<file path="src/rtl/maze_mem_arbiter.sv">
`default_nettype none
// ============================================================================
// maze_mem_arbiter : shares the single-port maze bit memory between the solver
//                    (r0) and the host loader/readback path (r1)
// Rev 1.0
// ============================================================================
module maze_mem_arbiter #(
  parameter int MAZE_WIDTH   = 6,
  parameter int PRIO_MODE    = 0,
  parameter int STARVE_LIMIT = 8
) (
  input  logic                  clk,
  input  logic                  rst_n,
  input  logic                  r0_req_i,
  input  logic                  r0_we_i,
  input  logic [MAZE_WIDTH-1:0] r0_row_i,
  input  logic [MAZE_WIDTH-1:0] r0_col_i,
  input  logic                  r0_wdata_i,
  output logic                  r0_gnt_o,
  output logic                  r0_rvalid_o,
  output logic                  r0_rdata_o,
  input  logic                  r1_req_i,
  input  logic                  r1_we_i,
  input  logic [MAZE_WIDTH-1:0] r1_row_i,
  input  logic [MAZE_WIDTH-1:0] r1_col_i,
  input  logic                  r1_wdata_i,
  output logic                  r1_gnt_o,
  output logic                  r1_rvalid_o,
  output logic                  r1_rdata_o,
  output logic [MAZE_WIDTH-1:0] mem_row_o,
  output logic [MAZE_WIDTH-1:0] mem_col_o,
  output logic                  mem_oe_o,
  output logic                  mem_we_o,
  output logic                  mem_wdata_o,
  input  logic                  mem_rdata_i
);

  typedef enum logic [1:0] {
    IDLE = 2'd0,
    GNT0 = 2'd1,
    GNT1 = 2'd2
  } state_e;

  localparam logic [7:0] c_starve_lim = 8'(STARVE_LIMIT);

  state_e                state_q, state_d;
  logic                  ptr_q, ptr_d;
  logic [7:0]            starve_q, starve_d;
  logic                  we_q, we_d;
  logic [MAZE_WIDTH-1:0] row_q, row_d;
  logic [MAZE_WIDTH-1:0] col_q, col_d;
  logic                  wdata_q, wdata_d;
  logic                  tag_vld_q, tag_vld_d;
  logic                  tag_id_q, tag_id_d;
  logic                  rvalid0_q, rvalid0_d;
  logic                  rvalid1_q, rvalid1_d;
  logic                  rdata0_q, rdata0_d;
  logic                  rdata1_q, rdata1_d;

  logic elig0, elig1, sel0, sel1, starved;

  always_comb begin
    elig0   = r0_req_i && (state_q != GNT0);
    elig1   = r1_req_i && (state_q != GNT1);
    starved = (starve_q == c_starve_lim);
    sel0    = 1'b0;
    sel1    = 1'b0;
    if (PRIO_MODE == 0) begin
      // ptr_q names the last winner; the other side takes a tie
      sel0 = elig0 && (!elig1 || ptr_q);
      sel1 = elig1 && !sel0;
    end else begin
      sel1 = elig1 && (starved || !elig0);
      sel0 = elig0 && !sel1;
    end
  end

  always_comb begin
    state_d  = IDLE;
    ptr_d    = ptr_q;
    we_d     = we_q;
    row_d    = row_q;
    col_d    = col_q;
    wdata_d  = wdata_q;
    starve_d = starve_q;
    if (sel0) begin
      state_d = GNT0;
      ptr_d   = 1'b0;
      we_d    = r0_we_i;
      row_d   = r0_row_i;
      col_d   = r0_col_i;
      wdata_d = r0_wdata_i;
    end else if (sel1) begin
      state_d = GNT1;
      ptr_d   = 1'b1;
      we_d    = r1_we_i;
      row_d   = r1_row_i;
      col_d   = r1_col_i;
      wdata_d = r1_wdata_i;
    end
    if (!r1_req_i || sel1) begin
      starve_d = 8'd0;
    end else if (elig1 && !starved) begin
      starve_d = starve_q + 8'd1;
    end

    // Read return: tag follows the command cycle, data lands one cycle later
    tag_vld_d = (state_q != IDLE) && !we_q;
    tag_id_d  = (state_q == GNT1);
    rvalid0_d = tag_vld_q && !tag_id_q;
    rvalid1_d = tag_vld_q && tag_id_q;
    rdata0_d  = rvalid0_d ? mem_rdata_i : rdata0_q;
    rdata1_d  = rvalid1_d ? mem_rdata_i : rdata1_q;

    r0_gnt_o    = (state_q == GNT0);
    r1_gnt_o    = (state_q == GNT1);
    mem_oe_o    = (state_q != IDLE) && !we_q;
    mem_we_o    = (state_q != IDLE) && we_q;
    mem_row_o   = row_q;
    mem_col_o   = col_q;
    mem_wdata_o = wdata_q;
    r0_rvalid_o = rvalid0_q;
    r1_rvalid_o = rvalid1_q;
    r0_rdata_o  = rdata0_q;
    r1_rdata_o  = rdata1_q;
  end

  always_ff @(posedge clk or negedge rst_n) begin
    if (!rst_n) begin
      state_q   <= IDLE;
      ptr_q     <= 1'b1;
      starve_q  <= 8'd0;
      we_q      <= 1'b0;
      row_q     <= '0;
      col_q     <= '0;
      wdata_q   <= 1'b0;
      tag_vld_q <= 1'b0;
      tag_id_q  <= 1'b0;
      rvalid0_q <= 1'b0;
      rvalid1_q <= 1'b0;
      rdata0_q  <= 1'b0;
      rdata1_q  <= 1'b0;
    end else begin
      state_q   <= state_d;
      ptr_q     <= ptr_d;
      starve_q  <= starve_d;
      we_q      <= we_d;
      row_q     <= row_d;
      col_q     <= col_d;
      wdata_q   <= wdata_d;
      tag_vld_q <= tag_vld_d;
      tag_id_q  <= tag_id_d;
      rvalid0_q <= rvalid0_d;
      rvalid1_q <= rvalid1_d;
      rdata0_q  <= rdata0_d;
      rdata1_q  <= rdata1_d;
    end
  end

endmodule
`default_nettype wire
</file>
<file path="config.mk">
export PLATFORM = sky130hd
export DESIGN_NAME = maze_mem_arbiter
export DESIGN_NICKNAME = d
export VERILOG_FILES = /design/src/rtl/maze_mem_arbiter.sv
export SDC_FILE = /design/constraint.sdc
export NUM_CORES = 1
export LEC_CHECK = 0
export CAP_MARGIN = 20
export CORE_ASPECT_RATIO = 0.8
export CORE_MARGIN = 3
export CORE_UTILIZATION = 25
export CTS_CLUSTER_SIZE = 10
export DETAILED_ROUTE_END_ITERATION = 8
export GPL_TIMING_DRIVEN = 0
export HOLD_SLACK_MARGIN = 0.02
export SYNTH_ARGS = -nofsm -noshare
export SYNTH_HDL_FRONTEND = slang
export SYNTH_SLANG_ARGS = --single-unit
</file>
<file path="constraint.sdc">
create_clock -name clk -period 2.2 [get_ports clk]
set_input_delay 0.44 -clock clk [delete_from_list [all_inputs] [get_ports clk]]
set_output_delay 0.44 -clock clk [all_outputs]
set_load 0.05 [all_outputs]
</file>
Word-level counts from Yosys, hierarchy flattened. Index checks and enable logic that the tools add are counted.

Flip-flop bits (word level): 23. Input port bits: 33. Output and inout bits: 21. Logic and storage cells: 43.

Equal/unequal tests: 4. Multiplexer cells: 12. Reductions and logical operators: 15.

Operator list (count): $mux W6 (4); $logic_and A1 B1 Y1 (8); $mux W1 (6); $logic_not A1 Y1 (4); $mux W2 (2); $reduce_bool A2 Y1 (2); $eq A2 B1 Y1 const B (1); $eq A2 B2 Y1 const B (1); $ne A2 B1 Y1 const B (1); $ne A2 B2 Y1 const B (1); $logic_or A1 B1 Y1 (1).

Depth between registers and ports, before layout.
Word-level depth: 9. Mapped depth: 5. Gate-level depth less buffers: 4.

Worst setup path after synthesis. Ideal clock, no wire load.

Kind: flip-flop to flip-flop. From: register state_q[1]. To: register col_q[3] (netlist: mem_col_o[3]). Library setup time: 0.066 ns. Arrival time: 1.887 ns. Required time: 2.134 ns. Slack: 0.247 ns. Stages on the path, launching flop included: 6. Path buffers: 1. Clock period less this slack: 1.953 ns. Path through: dfrtp_1 > nor2b_1 > nand2_1 > buf_2 > a21boi_0 > a221o_1.

Cells in the longest elaborated chain, start to end: 8. Elaborated cells between the ends (all ways): 11. Those cells by class: eq/ne (2); mux (1); reduce/logical (8).

RTL lines: start, declared (RTL line 46) `state_e state_q, state_d;`; start signal, assigned (RTL line 144) `state_q <= state_d;`; $ne A2 B2 Y1 (RTL line 64) `elig1 = r1_req_i && (state_q != GNT1);`; $logic_and A1 B1 Y1 (RTL line 64); $logic_not A1 Y1 (RTL line 70) `sel0 = elig0 && (!elig1 || ptr_q);`; $logic_or A1 B1 Y1 (RTL line 70); $logic_and A1 B1 Y1 (RTL line 70); $logic_not A1 Y1 (RTL line 71) `sel1 = elig1 && !sel0;`; $logic_and A1 B1 Y1 (RTL line 71); $reduce_bool A2 Y1 (no source line); end signal, assigned (RTL line 149) `col_q <= col_d;`; end, declared (RTL line 51) `logic [MAZE_WIDTH-1:0] col_q, col_d;`.

Parallel ways exist; a longest one is shown, timed or not. A chain may end at the register's enable or synchronous reset.

Worst setup path in the final report.
From: register state_q[1]. To: output port r1_gnt_o.

Cells in the longest elaborated chain, start to end: 1.

RTL lines: $eq A2 B2 Y1 (RTL line 116) `r1_gnt_o = (state_q == GNT1);`; end, declared (RTL line 27) `output logic r1_gnt_o,`.

No other way between the ends.

==> run_results.csv <==
group,metric,value,unit
cells_and_area,fin_nets,169,
power_and_ir_drop,pwr-share-seq,33.8,%
power_and_ir_drop,switchingPower,811,uW
clocking,ctsHtreeMaxLevel,1,
synth,synthCells,77,
critical_path,critPathCaptureType,"primary output",
synth,synth_top_area_share,54.7,%
timing,fin_setup_tns,0,ns
floorplan,fp.dieW,76.9,um
power_and_ir_drop,vdd_drop_max,475,uV
clocking,clockBufferDepth,2,
power_and_ir_drop,p_leak,0.000694,uW
critical_path,crit_required,1.76,ns
cells_and_area,utilization,45.6,%
synth,ys_ff_latch,23,
synth,yosysWarnings,0,
placed_design,dp_slack,0.101,ns
synth,yosys.area.top_type,"dfrtp_1",
global_routing,grt.total_usage,11.4,%
synth,synth.area.top_cells,"dfrtp_1 (55%), a221o_1 (14%), a21boi_0 (9.7%), nor2b_1 (3.7%), dfstp_2 (2.6%)",
global_routing,grt_pass1_wl,4440,um
critical_path,crit_path_start_kind,"flip-flop",
synth,synth_edf_count,0,
critical_path,path_class,"flip-flop to primary output",
synth,ys_types,21,
global_routing,met1_usage,15.3,%
placed_design,gp_congestion,0.661,
floorplan,core,3640,um2
floorplan,start_util,27.7,%
clocking,cts_tree,"done",
placed_design,dp_hpwl,1990,um
synth,synth_fp_nets,110,
cells_and_area,layout-drive-gt1-share,11.1,%
clocking,cts_sinks,23,
floorplan,num_io_pins,54,
synth,synthArstFlopShare,100,%
status,status,"complete, no violations",
global_routing,grt.overflow.total,0,
power_and_ir_drop,powerDensity,1130,nW/um2
clocking,postCtsHoldBufs,0,
floorplan,row_count,19,
drt,drcViolationCount,0,
timing,period_needed,1.96,ns
global_routing,busiest_layer,"met2",
timing,post-route-period-util,89.2,%
synth,synth-main-ff-cell,"dfrtp_1",
power_and_ir_drop,pwr-share-comb,52.5,%
global_routing,grt_start_max_net_pins,24,
timing,slew_violations,0,
clocking,cts_setup_buffers,0,
clocking,clk_latency,0.26,ns
synth,synthesis.area,1010,um2
drt,drt_wl_total,2640,um
timing,clock_skew,0.00362,ns
power_and_ir_drop,clock_power_share,13.7,%
cells_and_area,num_antenna_cells,0,
synth,seq_area_frac_synth,57.3,%
drt,num_vias,851,
global_routing,grt_pass1_vias,919,
floorplan,die_area,4830,um2
clocking,numCtsBuffers,3,
clocking,clkTransAtPathRegs,0.08,ns
min_path,worstHoldPathType,"flip-flop to flip-flop",
global_routing,antenna_found_initial,0,
synth,yosysMostFrequentCell,"dfrtp_1",
clocking,cts_resized,3,
cells_and_area,area_delta_synth_final,65.0,%
power_and_ir_drop,p_int,1070,uW
clocking,root_buffer,"clkbuf_8",
drt,first_iter_violations,31,
timing,fmax,0.510,GHz
floorplan,fp.dieH,62.7,um
power_and_ir_drop,swShare,43.1,%
timing,setup_ws,0.237,ns
placed_design,numPortBuffers,53,
drt,wire_per_inst,14.1,um
power_and_ir_drop,total_power,1880,uW
synth,synthTopCellsByCount,"dfrtp_1 (22), a221o_1 (14), a21boi_0 (13)",
global_routing,global_route.usage.met2,16.3,%
critical_path,cp_max_fo,7,
drt,ant_nets,0,
timing,worst_pin_slew,0.506,ns
drt,via_per_inst,4.55,
timing,max-slew-margin-rel,66.2,%
global_routing,use_met3,5.48,%
timing,hold_viol_final,0,
synth,avgSynthCellArea,13.1,um2
timing,rsz0062_at_grt,"false",
drt,drt_pass1_iterations,4,
flow_run,cap_viol_max_count,0,
critical_path,worstPathArrival,1.52,ns
timing,setup_viol,0,
layer usage:
layer  vias to the layer above  wire, um
met1                       396      1290
met2                        41      1060
met3                         2       266
li1                        412         -
met4                         0        17
met5                         -         0
critical path, cell delays in order, from the launching register on:
cell	delay, ns
dfrtp_1	0.44
nor2b_1	0.26
dlygate4sd2_1	0.56
power groups by stage:
stage,registers (uW),clock network [uW],logic (uW)
final,635,257,988
after global routing,653,282,1040
after CTS,637,266,993
after detailed placement,639,0,1000
after global placement,637,0,996
after floorplan,972,0,308
final cells by class:
type / count / area [um2]
Sequential cell: 23 / 577
Buffer: 4 / 28.8
Timing Repair Buffer: 54 / 544
Fill cell: 338 / 1980
Inverter: 2 / 7.51
Clock buffer: 4 / 45.0
Multi-Input combinational cell: 48 / 393
Tap cell: 52 / 65.1
kinds of logic (layout without fill, tap and decap cells):
logic type,after synthesis,after routing,share of synthesized area (%)
AO/OA/AOI/OAI,32,32,27.6
flip-flops,23,23,57.3
AND/OR/NAND/NOR,12,12,7.09
buffers and inverters,6,64,3.61
multiplexers,3,3,3.23
adder cells (fa/ha/maj),1,1,1.12
final timing paths:
kind	end	startpoint	slack, ns	depth (start not counted)
worst max register to register	mem_row_o[0]$_DFFE_PN0P_	state_q[0]$_DFF_PN0_	0.62	5
min in group asynchronous	r1_rdata_o$_DFFE_PN0P_	rst_n	0.47	1
worst max-delay path	r1_gnt_o	state_q[1]$_DFF_PN0_	0.24	2
max in group asynchronous	ptr_q$_DFFE_PN1P_	rst_n	1.22	2
worst min register to register	r0_rvalid_o$_DFF_PN0_	tag_id_q$_DFF_PN0_	0.44	1
worst min-delay path	r0_rvalid_o$_DFF_PN0_	tag_id_q$_DFF_PN0_	0.44	1
registers in the layout, summed over array words and instances (netlist names):
| name | count |
|---|---|
| mem_col_o | 6 |
| r1_rvalid_o | 1 |
| mem_row_o | 6 |
| mem_wdata_o | 1 |
| we_q | 1 |
| state_q | 2 |
| r0_rdata_o | 1 |
| tag_id_q | 1 |
| r0_rvalid_o | 1 |
| ptr_q | 1 |
| r1_rdata_o | 1 |
| tag_vld_q | 1 |
cells in the final DEF (no fill, tap or decap), types with 2 or more instances in the layout:
cell / Yosys / routed
buf_2: 2 / 2
a21oi_1: 2 / 2
inv_1: 2 / 2
clkbuf_8: 0 / 3
a221o_1: 14 / 14
mux2_2: 2 / 2
nor2b_1: 6 / 6
a21boi_0: 13 / 13
dfrtp_1: 22 / 22
clkdlybuf4s50_1: 0 / 49
dlygate4sd2_1: 0 / 3
nor2_1: 2 / 2
per-stage QoR:
step           std cells  cell area, um2  hold slack [ns]
2_1_floorplan         77            1010            0.144
3_3_place_gp         182            1600            0.426
3_5_place_dp         182            1600            0.424
4_1_cts              186            1640            0.435
5_1_grt              187            1660            0.464
6_report             187            1660            0.438
(Power assumes the default switching activity.)
